===== src/rtl/bus_read_arbiter.sv =====
// Round-robin read-fill arbiter: icache (m0) and dcache (m1) share one slave.
// A grant is held for a full cacheline burst of BURST_LEN acks.
module bus_read_arbiter #(
  parameter int ADDR_SIZE_BITS = 32,
  parameter int DATA_SIZE_BITS = 32,
  parameter int BURST_LEN      = 4
) (
  input  logic                      clk,
  input  logic                      reset,
  input  logic [ADDR_SIZE_BITS-1:0] m0_bus_addr_read,
  input  logic                      m0_bus_stbr,
  output logic                      m0_bus_ackr,
  output logic [DATA_SIZE_BITS-1:0] m0_bus_data_read,
  input  logic [ADDR_SIZE_BITS-1:0] m1_bus_addr_read,
  input  logic                      m1_bus_stbr,
  output logic                      m1_bus_ackr,
  output logic [DATA_SIZE_BITS-1:0] m1_bus_data_read,
  output logic [ADDR_SIZE_BITS-1:0] bus_addr_read,
  output logic                      bus_stbr,
  input  logic                      bus_ackr,
  input  logic [DATA_SIZE_BITS-1:0] bus_data_read,
  output logic [1:0]                grant
);

  localparam int CW = $clog2(BURST_LEN + 1);
  localparam logic [CW-1:0] LP_LAST = CW'(BURST_LEN);

  typedef enum logic [1:0] {
    IDLE   = 2'd0,
    GRANT0 = 2'd1,
    GRANT1 = 2'd2
  } state_t;

  state_t              r_state;
  state_t              w_state_nxt;
  logic                r_last_grant;
  logic                w_last_nxt;
  logic [CW-1:0]       r_beat_cnt;
  logic [CW-1:0]       w_cnt_nxt;
  logic [CW-1:0]       w_cnt_inc;
  logic                w_granted;
  logic                w_sel_stbr;
  logic [ADDR_SIZE_BITS-1:0] w_sel_addr;
  logic                w_beat;

  // Data fans out to both masters; the ack alone qualifies it.
  assign m0_bus_data_read = bus_data_read;
  assign m1_bus_data_read = bus_data_read;

  // Select the granted master and form the slave-side outputs.
  always_comb begin
    w_granted  = (r_state != IDLE);
    w_sel_stbr = (r_state == GRANT1) ? m1_bus_stbr
                                     : m0_bus_stbr;
    w_sel_addr = (r_state == GRANT1) ? m1_bus_addr_read
                                     : m0_bus_addr_read;
    w_beat     = w_granted & bus_ackr & w_sel_stbr;
    w_cnt_inc  = r_beat_cnt + CW'(1);

    bus_stbr      = ~reset & w_granted & w_sel_stbr;
    bus_addr_read = (~reset & w_granted) ? w_sel_addr : '0;
    m0_bus_ackr   = ~reset & (r_state == GRANT0)
                  & bus_ackr & m0_bus_stbr;
    m1_bus_ackr   = ~reset & (r_state == GRANT1)
                  & bus_ackr & m1_bus_stbr;
    grant         = reset ? 2'b00
                  : {r_state == GRANT1, r_state == GRANT0};
  end

  // Arbitration decision, beat counting and burst end/abort.
  always_comb begin
    w_state_nxt = r_state;
    w_last_nxt  = r_last_grant;
    w_cnt_nxt   = r_beat_cnt;
    case (r_state)
      IDLE: begin
        if (m0_bus_stbr && (!m1_bus_stbr || r_last_grant)) begin
          w_state_nxt = GRANT0;
          w_last_nxt  = 1'b0;
          w_cnt_nxt   = '0;
        end else if (m1_bus_stbr) begin
          w_state_nxt = GRANT1;
          w_last_nxt  = 1'b1;
          w_cnt_nxt   = '0;
        end
      end
      GRANT0, GRANT1: begin
        if (w_beat) begin
          w_cnt_nxt = w_cnt_inc;
          if (w_cnt_inc == LP_LAST) begin
            w_state_nxt = IDLE;
          end
        end else if (!w_sel_stbr && r_beat_cnt == '0) begin
          w_state_nxt = IDLE;
        end
      end
      default: begin
        w_state_nxt = IDLE;
      end
    endcase
  end

  // State registers; last_grant starts at 1 so m0 wins the first tie.
  always_ff @(posedge clk) begin
    if (reset) begin
      r_state      <= IDLE;
      r_last_grant <= 1'b1;
      r_beat_cnt   <= '0;
    end else begin
      r_state      <= w_state_nxt;
      r_last_grant <= w_last_nxt;
      r_beat_cnt   <= w_cnt_nxt;
    end
  end

endmodule


===== config.mk =====
export PLATFORM = sky130hd
export DESIGN_NAME = bus_read_arbiter
export DESIGN_NICKNAME = d
export VERILOG_FILES = /design/src/rtl/bus_read_arbiter.sv
export SDC_FILE = /design/constraint.sdc
export NUM_CORES = 1
export LEC_CHECK = 0
export ABC_AREA = 1
export BUFFER_PORTS_ARGS = -buffer_cell sky130_fd_sc_hd__buf_2
export CAP_MARGIN = 40
export CORE_AREA = 2 2 77 79
export DETAILED_ROUTE_END_ITERATION = 7
export DIE_AREA = 0 0 79 81
export GPL_TIMING_DRIVEN = 0
export HOLD_SLACK_MARGIN = 0.15
export PLACE_DENSITY = 0.82
export SKIP_LAST_GASP = 1
export SYNTH_ARGS = -nofsm -noshare
export SYNTH_HDL_FRONTEND = slang
export SYNTH_SLANG_ARGS = --single-unit

===== constraint.sdc =====
create_clock -name clk -period 2.23 [get_ports clk]
set_input_delay 0.223 -clock clk [delete_from_list [all_inputs] [get_ports clk]]
set_output_delay 0.223 -clock clk [all_outputs]
set_load 0.05 [all_outputs]

# After elaboration in Yosys (flattened, before gate mapping)
# Cells that the tools add are included.
# totals
regBits	6
inputBits	101
out_inout_bits	101
wordCells	52
# classes
add_sub_neg	1
eq_ne	7
n_mux	16
bitwise	11
n_reduce_logical	14
# ops
op	n
32-bit two-way mux	2
2-bit two-way mux	6
1-bit bitwise AND	10
3-bit two-way mux	3
3-bit inequality test, second input constant	3
3-bit case mux with 2 select lines	1
3-bit AND reduction	2
2-bit nonzero test	3
2-bit case mux with 2 select lines	1
3-bit by 1-bit adder with 3-bit output, second input constant	1
3-bit equality test, second input constant	1
3-bit zero test	1
1-bit two-way mux	3
2-bit by 1-bit equality test with 1-bit output, second input constant	1
2-bit equality test, second input constant	1
1-bit logical AND	2
1-bit zero test	2
2-bit zero test	1
2-bit inequality test, second input constant	1
2-bit AND reduction	1
2-bit OR reduction	1
1-bit logical OR	1
1-bit inverter	1

# Depth between registers and ports, before layout
# Gate-level depths: netlist (run 1).
# depth
ltp_word	7
ltp_mapped	11
depth_no_buf	10

# Least setup slack after synthesis (run 1)
# Ideal clock, no wire load.
# synth_timing
kind	reg-to-output
start	register r_state[1]
end	output port m0_bus_ackr
arrival_ns	1.983
t_required_ns	2.007
slack_ns	0.024
stages_incl_launch_ff	5
path_buffers	0
path_cell_list	dfxtp_1 inv_1 ha_1 inv_1 nor4_1
# synth_via
elab_chain_len	4
# synth_lines
element	line_no	source
from (decl)	34	state_t r_state;
from (signal assigned)	110	r_state <= w_state_nxt;
2-bit by 1-bit equality test with 1-bit output	62	m0_bus_ackr = ~reset & (r_state == GRANT0)
1-bit bitwise AND	62	
1-bit bitwise AND (2 in a row)	63	& bus_ackr & m0_bus_stbr;
to (decl)	12	output logic m0_bus_ackr,
# Every way passes these cells.

# Worst setup path after layout (run 1)
# layout_timing
start	register r_state[0]
end	output port bus_addr_read[11]
# layout_via
elab_chain_len	3
# layout_lines
element	line_no	source
2-bit equality test / 2-bit nonzero test (equally long branches)	55, 52	
32-bit two-way mux / 1-bit bitwise AND (equally long branches)	55, 61	
32-bit two-way mux (*)	61	bus_addr_read = (~reset & w_granted) ? w_sel_addr : '0;
to (decl)	18	output logic [ADDR_SIZE_BITS-1:0] bus_addr_read,
# Every way passes the cells marked *; elsewhere a longest branch is shown, timed or not.

==> results of run 1 <==
## flip-flops by register name (all words and copies together), names as in the netlist
signal	flops
r_state	2
r_beat_cnt	3
r_last_grant	1
## path summary, 6_finish.rpt
path | cells past startpoint | end | slack, ps | startpoint
worst max-delay path | 7 | bus_addr_read[11] | 150 | r_state[0]
worst min-delay path | 2 | r_state[1] | 290 | reset
worst max register to register | 11 | r_beat_cnt[1] | 660 | r_state[0]
worst min register to register | 2 | r_last_grant | 470 | r_last_grant
## where the power goes
group          switching (mW)  internal [mW]  leakage [nW]
combinational            1.06          0.433          1.43
sequential             0.0260          0.147        0.0496
clock                  0.0455          0.116        0.0216
total                    1.13          0.696          1.50
## cell families after synthesis
family	after synthesis	share of synthesized area [%]
simple gates	98	28.02
buf+inv	89	41.85
flops	6	8.458
compound gates	42	16.39
fa+ha+maj	6	5.286
## synth_stat cells
cell	n	area [um^2]
clkbuf_1	4	15.01
nor2_1	12	45.04
o21ai_2	1	8.760
nand2_4	1	11.26
ha_1	6	75.07
nand2_1	75	281.5
nor3_1	1	5.000
nand3_2	1	10.01
buf_2	6	30.03
a21oi_2	2	17.52
inv_2	3	11.26
buf_6	1	11.26
nand2_2	3	18.77
nand3_1	4	20.02
inv_1	10	37.54
a21oi_1	34	170.2
o21ai_0	1	5.000
dfxtp_1	6	120.1
inv_6	1	8.760
nor4_1	1	6.260
a21oi_4	1	16.27
buf_4	64	480.5
o21ai_1	3	15.01
## worst register-to-register path, stage by stage, from the launching register on
cell and delay, ps:
dfxtp_1 340, inv_1 70, ha_1 200, buf_6 140, inv_6 90, nand2_4 60
nand2_2 70, nand2_2 60, a21oi_4 190, nand2_1 90, o21ai_1 80, nor2_1 50
## per-layer routing
metal / GRT usage [%] / share of wire (%)
met5: 0 / 0
met4: 4.655 / 1.0
met3: 2.333 / 9.5
met2: 27.20 / 52
met1: 14.50 / 37
## final cells by class
class                      instances  area, um^2  area share (%)
buffer                            75       539.3           22.48
clock buffer                       3       41.29           1.721
inverter                          14       57.56           2.400
multi-input combinational        146       705.7           29.42
sequential                         6       120.1           5.008
tap                               75       93.84           3.912
timing repair buffer             168       840.8           35.05
## timing repair
item                       CTS  global route
setup endpoints to repair    2            10
resized for setup            1             2
buffers inserted             0             0
pin swaps                    0             0
==> out/metrics.yaml, run 1 <==
critical_path:
  crit_path_max_incr_delay_ps: 360
  crit_required_ps: 2010
  cp-end-kind: "primary output"
  critical-path-top-delay-family: "buffers and inverters"
  cp_max_fo: 10
  crit_slowest_cell: "clkbuf_1"
  cp-start-kind: "register"
  cp_cell_sequence: "inv_1, ha_1, buf_6, clkbuf_1, nand2_1, a21oi_1, buf_2"
  critPathKind: "register to primary output"
  worst_ep_arrival_time_ps: 1860
  cp_num_buf_inv: 4
sta:
  fin_tns_setup_ps: 0
  slew_headroom_pct: 71.17
  slew_violations: 0
  max_freq_mhz: 480.1
  hold_slack_ps: 295.0
  fin_skew_ps: 0.6706
  period_share_pct: 93.40
  worst_slack_ps: 147.1
  period_needed_ps: 2083
  worst_pin_slew_ps: 432.4
  finalSetupViolCount: 0
  rsz0062_at_grt: "no"
  hold_viol: 0
power_and_ir_drop:
  total_leakage_power_nw: 1.497
  vdd_drop_max_mv: 0.4142
  total_power_mw: 1.828
  power_density_mw_per_mm2: 762.2
floorplan:
  fp.dieW_um: 79
  io_pins: 202
  start_util_pct: 25.02
  fp.coreArea_mm2: 0.005675
  die_h_um: 81
  dieArea_mm2: 0.006399
  fp-row-count: 28
final_layout:
  final_common_cell: "buf_2"
  syn2layout_area_growth_pct: 68.90
  fin_util_pct: 42.26
  layoutNonFillerInstCount: 487
  final_cell_mix: "174 x buf_2, 75 x nand2_1, 64 x buf_4, 34 x a21oi_1, 12 x nor2_1"
  fillers: 607
  drive_above_1_share_pct: 62.38
  stdcell_area_mm2: 0.002399
  antenna-diode-count: 0
  nets: 521
worst_hold_path:
  hold_class: "input port to register"
placement:
  gp_congestion: 0.8706
  dpl.hpwl_um: 4400
  port_buffers: 168
  dpl.cell_count: 484
  dp_slack_ps: 227.4
  place_area_mm2: 0.002355
routing:
  drc: 0
  wl_um: 5105
  via_count: 2023
  drt-initial-drc-count: 68
  viasPerCell: 4.154
  ant_nets: 0
  firstDrtPassIters: 5
  post_drt_wl_per_cell_um: 10.48
synth:
  syn_area_mm2: 0.001420
  syn_nets: 348
  ys_ff_latch: 6
  synth_cell_types: 23
  synth_cells: 241
  ys_seq_area_share_pct: 8.458
  ys_warn_count: 0
  syn_area_per_cell_um2: 5.893
global_routing:
  grt.overflow.total: 0
  grt_usage_pct: 13.71
  grt_pass1_wl_um: 7051
  grt_pass1_vias: 1618
  antenna_found_initial: 0
  grt_max_degree: 11
clock_network:
  cts.sinks: 6
  clk_latency_ps: 220
  htree_levels: 1
  cts_buffer_depth: 2
  ctsHoldBuffers: 0
  clk_pin_slew_ps: 30
  clk_root_buffer_cell: "clkbuf_8"
  cts_made_buffers: 3
  cts_tree: "built"
run_status:
  outcome: "completed"
flow_run:
  drv_cap: 0
No activity file was read; power rests on OpenSTA's default activity.
==> run 2, diff against run 1 <==
==> constraint.sdc (replaced) <==
create_clock -name clk -period 2.5 [get_ports clk]
set_input_delay 0.25 -clock clk [delete_from_list [all_inputs] [get_ports clk]]
set_output_delay 0.25 -clock clk [all_outputs]
set_load 0.05 [all_outputs]
==> out/metrics.yaml, run 2 (synthesis gave the netlist of run 1 again) <==
run_status:
  outcome: "completed"
power_and_ir_drop:
  total_leakage_power_nw: 1.491  # -0.35%
  total_power_mw: 1.630  # -11%
  power_density_mw_per_mm2: 680.1  # -11%
  vdd_drop_max_mv: 0.3695  # -11%
routing:
  post_drt_wl_per_cell_um: 10.49  # about the same
  via_count: 2022  # -0.049%
  firstDrtPassIters: 5  # unchanged
  wl_um: 5107  # about the same
  ant_nets: 0  # unchanged
  viasPerCell: 4.152  # about the same
  drc: 0  # unchanged
  drt-initial-drc-count: 68  # unchanged
final_layout:
  fillers: 606  # -0.16%
  antenna-diode-count: 0  # unchanged
  multi_input_area_um2: 705.7  # unchanged
  drive_above_1_share_pct: 61.89  # -0.49 points
  nets: 521  # unchanged
  final_cell_mix: "174 x buf_2, 75 x nand2_1, 64 x buf_4, 34 x a21oi_1, 12 x nor2_1"
  regArea_um2: 120.1  # unchanged
  final_common_cell: "buf_2"
  largest_register_ffs: 3  # unchanged
  top_regs: "r_beat_cnt x3, r_state x2, r_last_grant x1"
  stdcell_area_mm2: 0.002396  # -0.10%
  syn2layout_area_growth_pct: 68.72
  regMostFlops: "r_beat_cnt"
critical_path:
  cp-start-kind: "register"
  worst_ep_arrival_time_ps: 2000  # +140 ps
  cp_max_fo: 10  # unchanged
  reg2reg_slack_ps: 930  # +270 ps
  crit_path_start: "r_state[0]"
  crit_required_ps: 2250  # +240 ps
  critPathKind: "register to primary output"
  r2r-start: "r_state[0]"
  cp-end-kind: "primary output"
floorplan:
  dieArea_mm2: 0.006399  # unchanged
  fp-row-count: 28  # unchanged
  fp.coreArea_mm2: 0.005675  # unchanged
  fp.dieW_um: 79  # unchanged
  die_h_um: 81  # unchanged
  start_util_pct: 25.02  # unchanged
  io_pins: 202  # unchanged
worst_hold_path:
  min-delay-start: "reset"
  hold_class: "input port to register"
global_routing:
  use_met3_pct: 2.333  # unchanged
  grt-busiest-layer: "met2"
  antenna_found_initial: 0  # unchanged
  grt_pass1_wl_um: 7051  # unchanged
  grt_use_met1_pct: 14.50  # unchanged
  grtUsageMet2_pct: 27.20  # unchanged
  grt_max_degree: 11  # unchanged
  grt.overflow.total: 0  # unchanged
  grt_usage_pct: 13.71  # unchanged
  grt_pass1_vias: 1618  # unchanged
placement:
  dpl.hpwl_um: 4400  # unchanged
  place_area_mm2: 0.002355  # unchanged
  gp_congestion: 0.8706  # unchanged
  port_buffers: 168  # unchanged
clock_network:
  clk_latency_ps: 220  # about the same
  ctsHoldBuffers: 0  # unchanged
  clk_pin_slew_ps: 30  # about the same
  cts.sinks: 6  # unchanged
  cts_resized: 0  # -1
  cts_tree: "built"
  clk_root_buffer_cell: "clkbuf_8"
  htree_levels: 1  # unchanged
  cts_setup_buffers: 0  # unchanged
  cts_made_buffers: 3  # unchanged
  cts_buffer_depth: 2  # unchanged
sta:
  fin_tns_setup_ps: 0  # unchanged
  max_freq_mhz: 444.0
  fin_skew_ps: 0.6297  # -0.04088 ps
  rsz0062_at_grt: "no"
  worst_pin_slew_ps: 451.7  # +19.34 ps
  slew_headroom_pct: 69.88  # -1.3 points
  finalSetupViolCount: 0  # unchanged
  period_share_pct: 90.08
  hold_viol: 0  # unchanged
  period_needed_ps: 2252
  slew_violations: 0  # unchanged
flow_run:
  drv_cap: 0  # unchanged
run 2: cell types whose count changed in the layout (fill, tap and decap cells not counted):
cell,change
clkbuf_1,+2
clkbuf_2,-2
run 2: per-layer routing:
layer | vias to the layer above | wire, um
met2 | 106 | 2676
met4 | 0 | 57
met3 | 6 | 483
met5 | - | 0
li1 | 1036 | -
met1 | 874 | 1889
run 2: layout make-up:
cell class,instances,area share (%)
inverters,14,2.402
flip-flops and latches,6,5.013
clock buffers,3,1.723
plain buffers,75,22.40
repair buffers,168,35.09
multi-input cells,146,29.45
well taps,75,3.916
run 2: power by group:
group          switching [mW]  total, mW  internal [mW]  leakage (nW)
clock                  0.0406      0.144          0.103        0.0216
sequential             0.0231      0.155          0.132        0.0496
combinational           0.947       1.33          0.384          1.42
run 2: per-stage QoR:
stage          hold WS [ps]  std cells  worst slack, ps  utilization (%)
5_1_grt               338.2        487            94.21            42.22
6_report              322.1        487            247.9            42.22
3_3_place_gp          460.6        484            503.9            41.49
3_5_place_dp          465.4        484            470.4            41.49
2_1_floorplan         443.4        241            266.6                -
4_1_cts               324.8        487            224.1            42.22
run 2: worst paths after layout:
path / end / cells past startpoint
setup / recovery: bus_addr_read[28] / 8
setup reg to reg: r_beat_cnt[1] / 11
hold / removal: r_state[1] / 2
hold reg to reg: r_last_grant / 2
run 2: critical path, stage by stage, from the launching register on:
cell	delay (ps)
dfxtp_1	340
inv_1	70
ha_1	200
buf_6	140
inv_6	90
clkbuf_1	350
nand2_1	120
a21oi_1	170
buf_2	290
